==> config.mk <==
export PLATFORM = sky130hd
export DESIGN_NAME = hazard_ctrl
export DESIGN_NICKNAME = d
export VERILOG_FILES = /design/src/rtl/hazard_ctrl.sv
export SDC_FILE = /design/constraint.sdc
export NUM_CORES = 1
export LEC_CHECK = 0
export BUFFER_PORTS_ARGS = -buffer_cell sky130_fd_sc_hd__buf_2
export CAP_MARGIN = 25
export CELL_PAD_IN_SITES_DETAIL_PLACEMENT = 1
export CELL_PAD_IN_SITES_GLOBAL_PLACEMENT = 1
export CORE_AREA = 2 2 93 95
export CTS_BUF_LIST = sky130_fd_sc_hd__clkbuf_8
export CTS_CLUSTER_DIAMETER = 50
export DETAILED_ROUTE_END_ITERATION = 10
export DIE_AREA = 0 0 95 97
export PLACE_DENSITY = 0.73
export SETUP_SLACK_MARGIN = 0.1
export SYNTH_ARGS = -nofsm -noshare
export SYNTH_HDL_FRONTEND = slang
export SYNTH_SLANG_ARGS = --single-unit
export TNS_END_PERCENT = 20
==> constraint.sdc <==
create_clock -name clk -period 2.56 [get_ports clk]
set_input_delay 0.384 -clock clk [delete_from_list [all_inputs] [get_ports clk]]
set_output_delay 0.384 -clock clk [all_outputs]
set_load 0.1 [all_outputs]
==> src/rtl/hazard_ctrl.sv <==
// Hazard and sequencing control for the 5-stage MIPS pipeline.
// Tracks the destinations of EX/MEM/WB instructions, interlocks load-use cases, flushes on taken branches, and drains on HALT.
module hazard_ctrl #(
  parameter int DRAIN_CYCLES = 3,
  parameter int CNT_W        = 16
) (
  input  logic             clk,
  input  logic             rst_n,
  input  logic             id_valid,
  input  logic [5:0]       id_opcode,
  input  logic [1:0]       id_type,
  input  logic [4:0]       id_rs,
  input  logic [4:0]       id_rt,
  input  logic [4:0]       id_rd,
  input  logic             ex_branch_taken,
  output logic             pc_write,
  output logic             ifid_write,
  output logic             ifid_flush,
  output logic             idex_bubble,
  output logic             stall,
  output logic [1:0]       fwd_a,
  output logic [1:0]       fwd_b,
  output logic             halted,
  output logic [CNT_W-1:0] stall_count,
  output logic [1:0]       fsm_state,
  output logic [5:0]       wb_slot
);

  localparam logic [1:0] S_RUN    = 2'd0;
  localparam logic [1:0] S_DRAIN  = 2'd1;
  localparam logic [1:0] S_HALTED = 2'd2;

  localparam logic [1:0] T_R    = 2'd0;
  localparam logic [1:0] T_HALT = 2'd2;
  localparam logic [1:0] T_I    = 2'd3;

  localparam logic [5:0] OP_ADDI = 6'b001000;
  localparam logic [5:0] OP_ANDI = 6'b001100;
  localparam logic [5:0] OP_LW   = 6'b100011;
  localparam logic [5:0] OP_SW   = 6'b101011;
  localparam logic [5:0] OP_BEQ  = 6'b000100;
  localparam logic [5:0] OP_BNE  = 6'b000101;

  localparam int DW = (DRAIN_CYCLES > 1) ? $clog2(DRAIN_CYCLES) : 1;
  localparam logic [DW-1:0] DRAIN_LAST = DW'(DRAIN_CYCLES - 1);

  logic [1:0]    state;
  logic [DW-1:0] drain_cnt;

  logic [4:0] ex_dst, mem_dst, wb_dst;
  logic       ex_wr, mem_wr, wb_wr, ex_load;

  logic [4:0] id_dst;
  logic       id_wr, id_load, use_rs, use_rt;
  logic       run, flush, load_use, issue;
  logic       rs_ex, rt_ex, rs_mem, rt_mem;

  // Decode what the ID instruction writes and which sources it actually reads.
  always_comb begin
    id_dst  = 5'd0;
    id_wr   = 1'b0;
    id_load = 1'b0;
    use_rs  = 1'b0;
    use_rt  = 1'b0;
    case (id_type)
      T_R: begin
        id_dst = id_rd;
        id_wr  = 1'b1;
        use_rs = 1'b1;
        use_rt = 1'b1;
      end
      T_I: begin
        use_rs = 1'b1;
        case (id_opcode)
          OP_ADDI, OP_ANDI: begin
            id_dst = id_rt;
            id_wr  = 1'b1;
          end
          OP_LW: begin
            id_dst  = id_rt;
            id_wr   = 1'b1;
            id_load = 1'b1;
          end
          OP_SW, OP_BEQ, OP_BNE: use_rt = 1'b1;
          default: ;
        endcase
      end
      default: ;
    endcase
    // Register 0 is hardwired, so a write to it is never a hazard.
    if (id_dst == 5'd0) begin
      id_wr   = 1'b0;
      id_load = 1'b0;
    end
  end

  assign rs_ex  = use_rs && (id_rs != 5'd0) && ex_wr  && (id_rs == ex_dst);
  assign rt_ex  = use_rt && (id_rt != 5'd0) && ex_wr  && (id_rt == ex_dst);
  assign rs_mem = use_rs && (id_rs != 5'd0) && mem_wr && (id_rs == mem_dst);
  assign rt_mem = use_rt && (id_rt != 5'd0) && mem_wr && (id_rt == mem_dst);

  assign run      = (state == S_RUN);
  assign flush    = run && ex_branch_taken;
  assign load_use = run && id_valid && ex_load && (rs_ex || rt_ex);
  assign stall    = load_use && !flush;
  assign issue    = run && id_valid && !flush && !stall;

  assign pc_write    = run && !stall;
  assign ifid_write  = run && !stall;
  assign ifid_flush  = flush;
  assign idex_bubble = !run || stall || flush;
  assign halted      = (state == S_HALTED);
  assign fsm_state   = state;
  assign wb_slot     = {wb_wr, wb_dst};

  always_ff @(posedge clk or negedge rst_n) begin
    if (!rst_n) begin
      ex_dst  <= 5'd0;
      ex_wr   <= 1'b0;
      ex_load <= 1'b0;
      mem_dst <= 5'd0;
      mem_wr  <= 1'b0;
      wb_dst  <= 5'd0;
      wb_wr   <= 1'b0;
    end else begin
      ex_dst  <= issue ? id_dst : 5'd0;
      ex_wr   <= issue && id_wr;
      ex_load <= issue && id_load;
      mem_dst <= ex_dst;
      mem_wr  <= ex_wr;
      wb_dst  <= mem_dst;
      wb_wr   <= mem_wr;
    end
  end

  // Selects are captured as the instruction enters EX; the current EX occupant will then be in MEM.
  always_ff @(posedge clk or negedge rst_n) begin
    if (!rst_n) begin
      fwd_a <= 2'b00;
      fwd_b <= 2'b00;
    end else if (!issue) begin
      fwd_a <= 2'b00;
      fwd_b <= 2'b00;
    end else begin
      fwd_a <= rs_ex ? 2'b10 : (rs_mem ? 2'b01 : 2'b00);
      fwd_b <= rt_ex ? 2'b10 : (rt_mem ? 2'b01 : 2'b00);
    end
  end

  always_ff @(posedge clk or negedge rst_n) begin
    if (!rst_n) begin
      stall_count <= '0;
    end else if (stall && (stall_count != {CNT_W{1'b1}})) begin
      stall_count <= stall_count + 1'b1;
    end
  end

  always_ff @(posedge clk or negedge rst_n) begin
    if (!rst_n) begin
      state     <= S_RUN;
      drain_cnt <= '0;
    end else begin
      case (state)
        S_RUN: begin
          if (issue && (id_type == T_HALT)) begin
            state     <= S_DRAIN;
            drain_cnt <= '0;
          end
        end
        S_DRAIN: begin
          if (drain_cnt == DRAIN_LAST) begin
            state <= S_HALTED;
          end else begin
            drain_cnt <= drain_cnt + 1'b1;
          end
        end
        S_HALTED: state <= S_HALTED;
        default:  state <= S_RUN;
      endcase
    end
  end

endmodule

==> key figures <==
Floorplanning
  – Die area: 0.00922 mm²
  – Core box area: 0.00813 mm²
  – Core Rows: 33
  – Starting Density: 29.6%
  – Chip Width: 95 µm
  – Die height: 97 µm
  – Ports: 61

Worst setup path
  – Crit path max-delay family: simple AND/OR/NAND/NOR gates
  – Worst path max stage delay: 0.43 ns
  – CP Class: reg2out
  – CP Data Required Time: 2.18 ns
  – CP max stage cell: dfrtp_1
  – CP endpoint kind: output port
  – Critical Path Source Type: flop
  – Arrival @ worst endpoint: 2.06 ns
  – Crit path buf inv count: 1
  – Critical path peak fanout: 3
  – Most used cell, CP: nor2_4
  – Worst-path cell chain: xor2_1 > nor4_2 > and4_4 > nor2_4 > nor2_4 > or3_4 > buf_12

GRT
  – Largest net degree at the start of global routing: 27
  – Total gr overflow: 0
  – GRT Total Usage: 14.3%
  – Vias in the first global route: 2071
  – Initial antenna violation count: 0
  – Wire length of the first global-routing pass: 10.5 mm

Drt
  – DRC errors left: 0
  – Routed vias: 1979
  – Routed wire per std cell: 15.4 µm
  – DRT Pass-1 Iters: 4
  – Iter 0 DRT Violations: 68
  – Total Routed Length: 6.18 mm
  – Final ANT Viol Nets: 0
  – Average via count per standard cell: 4.94

Power
  – Gate power share: 42.5%
  – Power Dens Cells: 736 mW/mm²
  – Worst IR Drop VDD: 0.347 mV
  – Total chip power: 2.32 mW
  – Net Switching: 0.964 mW
  – Power Internal: 1.36 mW
  – Sw Share: 41.5%
  – Clock power frac: 24.5%
  – Sequential Power Share: 33.0%
  – Lkg Pwr: 1.53 nW

Place
  – Post-DP HPWL: 4.94 mm
  – Pre-CTS WS: 0.0368 ns
  – Area after DPL: 0.00300 mm²
  – # port buffers: 60
  – Gpl congestion: 0.803

STA
  – Final Max Slew Viols: 0
  – Maximum clock rate: 409 MHz
  – Slew HR: 57.2%
  – Hold Fails Final Rpt: 0
  – Fin crit period: 2.44 ns
  – Worst setup margin: 0.115 ns
  – Worst Tran Pin Value: 0.642 ns
  – Final period util: 95.5%
  – RSZ-0062 raised after global routing: true
  – Layout Skew: 0.00630 ns
  – Final setup viols: 0

Clock tree
  – Sinks on the clock net: 43
  – Inserted Clock Buffers: 5
  – Root buf cell: clkbuf_8
  – H-Tree Depth: 2
  – Clk_lat worst skew: 0.29 ns
  – CTS tree: done
  – Clk slew on worst S/H paths: 0.09 ns
  – CTS Buffer Depth: 2

Cells and area
  – Syn-to-layout area delta: 31.1%
  – Final Instance Area: 0.00316 mm²
  – Layout fillers: 936
  – Layout cells sized above 1: 37.2%
  – Fin nets: 331
  – # diodes: 0

Synthesis
  – Yosys top cell by area: dfrtp_1
  – Main synth FF type: dfrtp_1
  – Ys async rst share: 100%
  – Number of flops mapped to enable cells by yosys: 0
  – Cell with the most instances after synthesis: dfrtp_1
  – Post-Syn Area per Cell: 10.7 µm²
  – Mapped cell area: 0.00241 mm²
  – Post-Syn Instances: 226
  – Netlist cell types: 51
  – Yosys warnings: 0
  – Ranking of synthesized cells by instance count: 43 x dfrtp_1, 18 x nor2_1, 18 x xnor2_1
  – Syn_nets: 262
  – Post-synth top area share: 44.7%
  – Register area share after synthesis: 44.7%
  – Yosys reg bits: 43
  – Synth top area cells: dfrtp_1 45%, xnor2_1 6.5%, xor2_1 5.5%

Run
  – Max-Cap Viols: 0

Status
  – Status: finished, final reports clean

Hold path
  – Min-Delay Path Class: in2async
## what timing repair did
action	CTS	global route
setup buffers	2	0
endpoints found under the setup margin	4	3
gates resized for setup	5	0
hold buffers	0	0
pin swaps	5	0
## worst register-to-register path, stage by stage, from the launching register on
cell     delay, ns
dfrtp_4       0.51
inv_4         0.09
ha_4          0.16
inv_2         0.09
nor3b_4       0.23
buf_4         0.16
and2_1        0.38
nand2_1       0.11
nor4b_2       0.26
xor2_1        0.18
## worst paths after layout
path                       slack [ns]                         end  cells after the start                     start
hold / removal                   0.11  stall_count[3]$_DFFE_PN0P_                      1                     rst_n
min in group clk                 0.36         ex_dst[2]$_DFF_PN0_                      3                  id_rd[2]
setup / recovery                 0.12                 idex_bubble                      7       ex_dst[4]$_DFF_PN0_
setup reg to reg                 0.32  stall_count[6]$_DFFE_PN0P_                      9  fsm_state[0]$_DFFE_PN0P_
max in group asynchronous        1.78         wb_dst[2]$_DFF_PN0_                      2                     rst_n
hold reg to reg                  0.39             wb_wr$_DFF_PN0_                      0          mem_wr$_DFF_PN0_
## per-stage QoR
step / hold slack [ns] / std cells / setup TNS [ns] / util, %
2_1_floorplan: 0.0884 / 226 / -0.449 / -
3_3_place_gp: 0.360 / 391 / 0 / 36.9
3_5_place_dp: 0.362 / 391 / 0 / 36.9
4_1_cts: 0.121 / 401 / 0 / 38.8
5_1_grt: 0.132 / 401 / 0 / 38.8
6_report: 0.107 / 401 / 0 / 38.8
## cell type report
type	count	area, µm²	share of cell area (%)
Clock buffer	6	82.6	2.62
Clock inverter	2	38.8	1.23
Inverter	10	55.1	1.74
Multi-Input combinational cell	168	1340	42.3
Sequential cell	43	1080	34.3
Tap cell	105	131	4.16
Timing Repair Buffer	67	428	13.6
## placed cells by master (no fill, tap or decap), types with 7 or more instances in the layout
master / count
nand4_1: 10
buf_2: 55
xor2_1: 15
dfrtp_1: 41
and3_1: 8
nor3_1: 7
nor2_1: 16
nand2_1: 10
buf_4: 7
xnor2_1: 17
## kinds of logic (layout without fill, tap and decap cells)
logic type               Yosys count  count (layout)  share of synthesized area (%)
AO/OA/AOI/OAI                     23              23                           6.60
XOR/XNOR                          33              33                           12.0
multiplexers                       5               5                           2.60
flip-flops                        43              43                           44.7
adder cells (fa/ha/maj)            9               9                           4.68
buffers and inverters             15              85                           3.07
AND/OR/NAND/NOR                   98              98                           26.4
## registers in the layout, summed over array words and instances, names as in the netlist
signal and cells:
ex_dst 5, wb_dst 5, wb_wr 1, ex_wr 1, mem_wr 1, fsm_state 2, stall_count 16, drain_cnt 2
mem_dst 5, ex_load 1, fwd_b 2, fwd_a 2
## power groups by stage
stage | Sequential (mW) | Clock, mW | Combinational [mW]
floorplan | 0.894 | 0 | 0.643
global placement | 0.775 | 0 | 0.968
detailed placement | 0.780 | 0 | 0.988
CTS | 0.767 | 0.593 | 1.00
global route | 0.774 | 0.631 | 1.06
finish | 0.765 | 0.570 | 0.986
## per-layer routing
| metal | track usage, % | share of wire [%] | vias up |
|---|---|---|---|
| met1 | 19.7 | 46 | 980 |
| met4 | 3.01 | 0.57 | 0 |
| met2 | 23.1 | 49 | 54 |
| li1 | - | - | 943 |
| met3 | 2.88 | 3.9 | 2 |
| met5 | 0 | 0 | - |
Note: power is estimated with default switching activity, not from simulation.
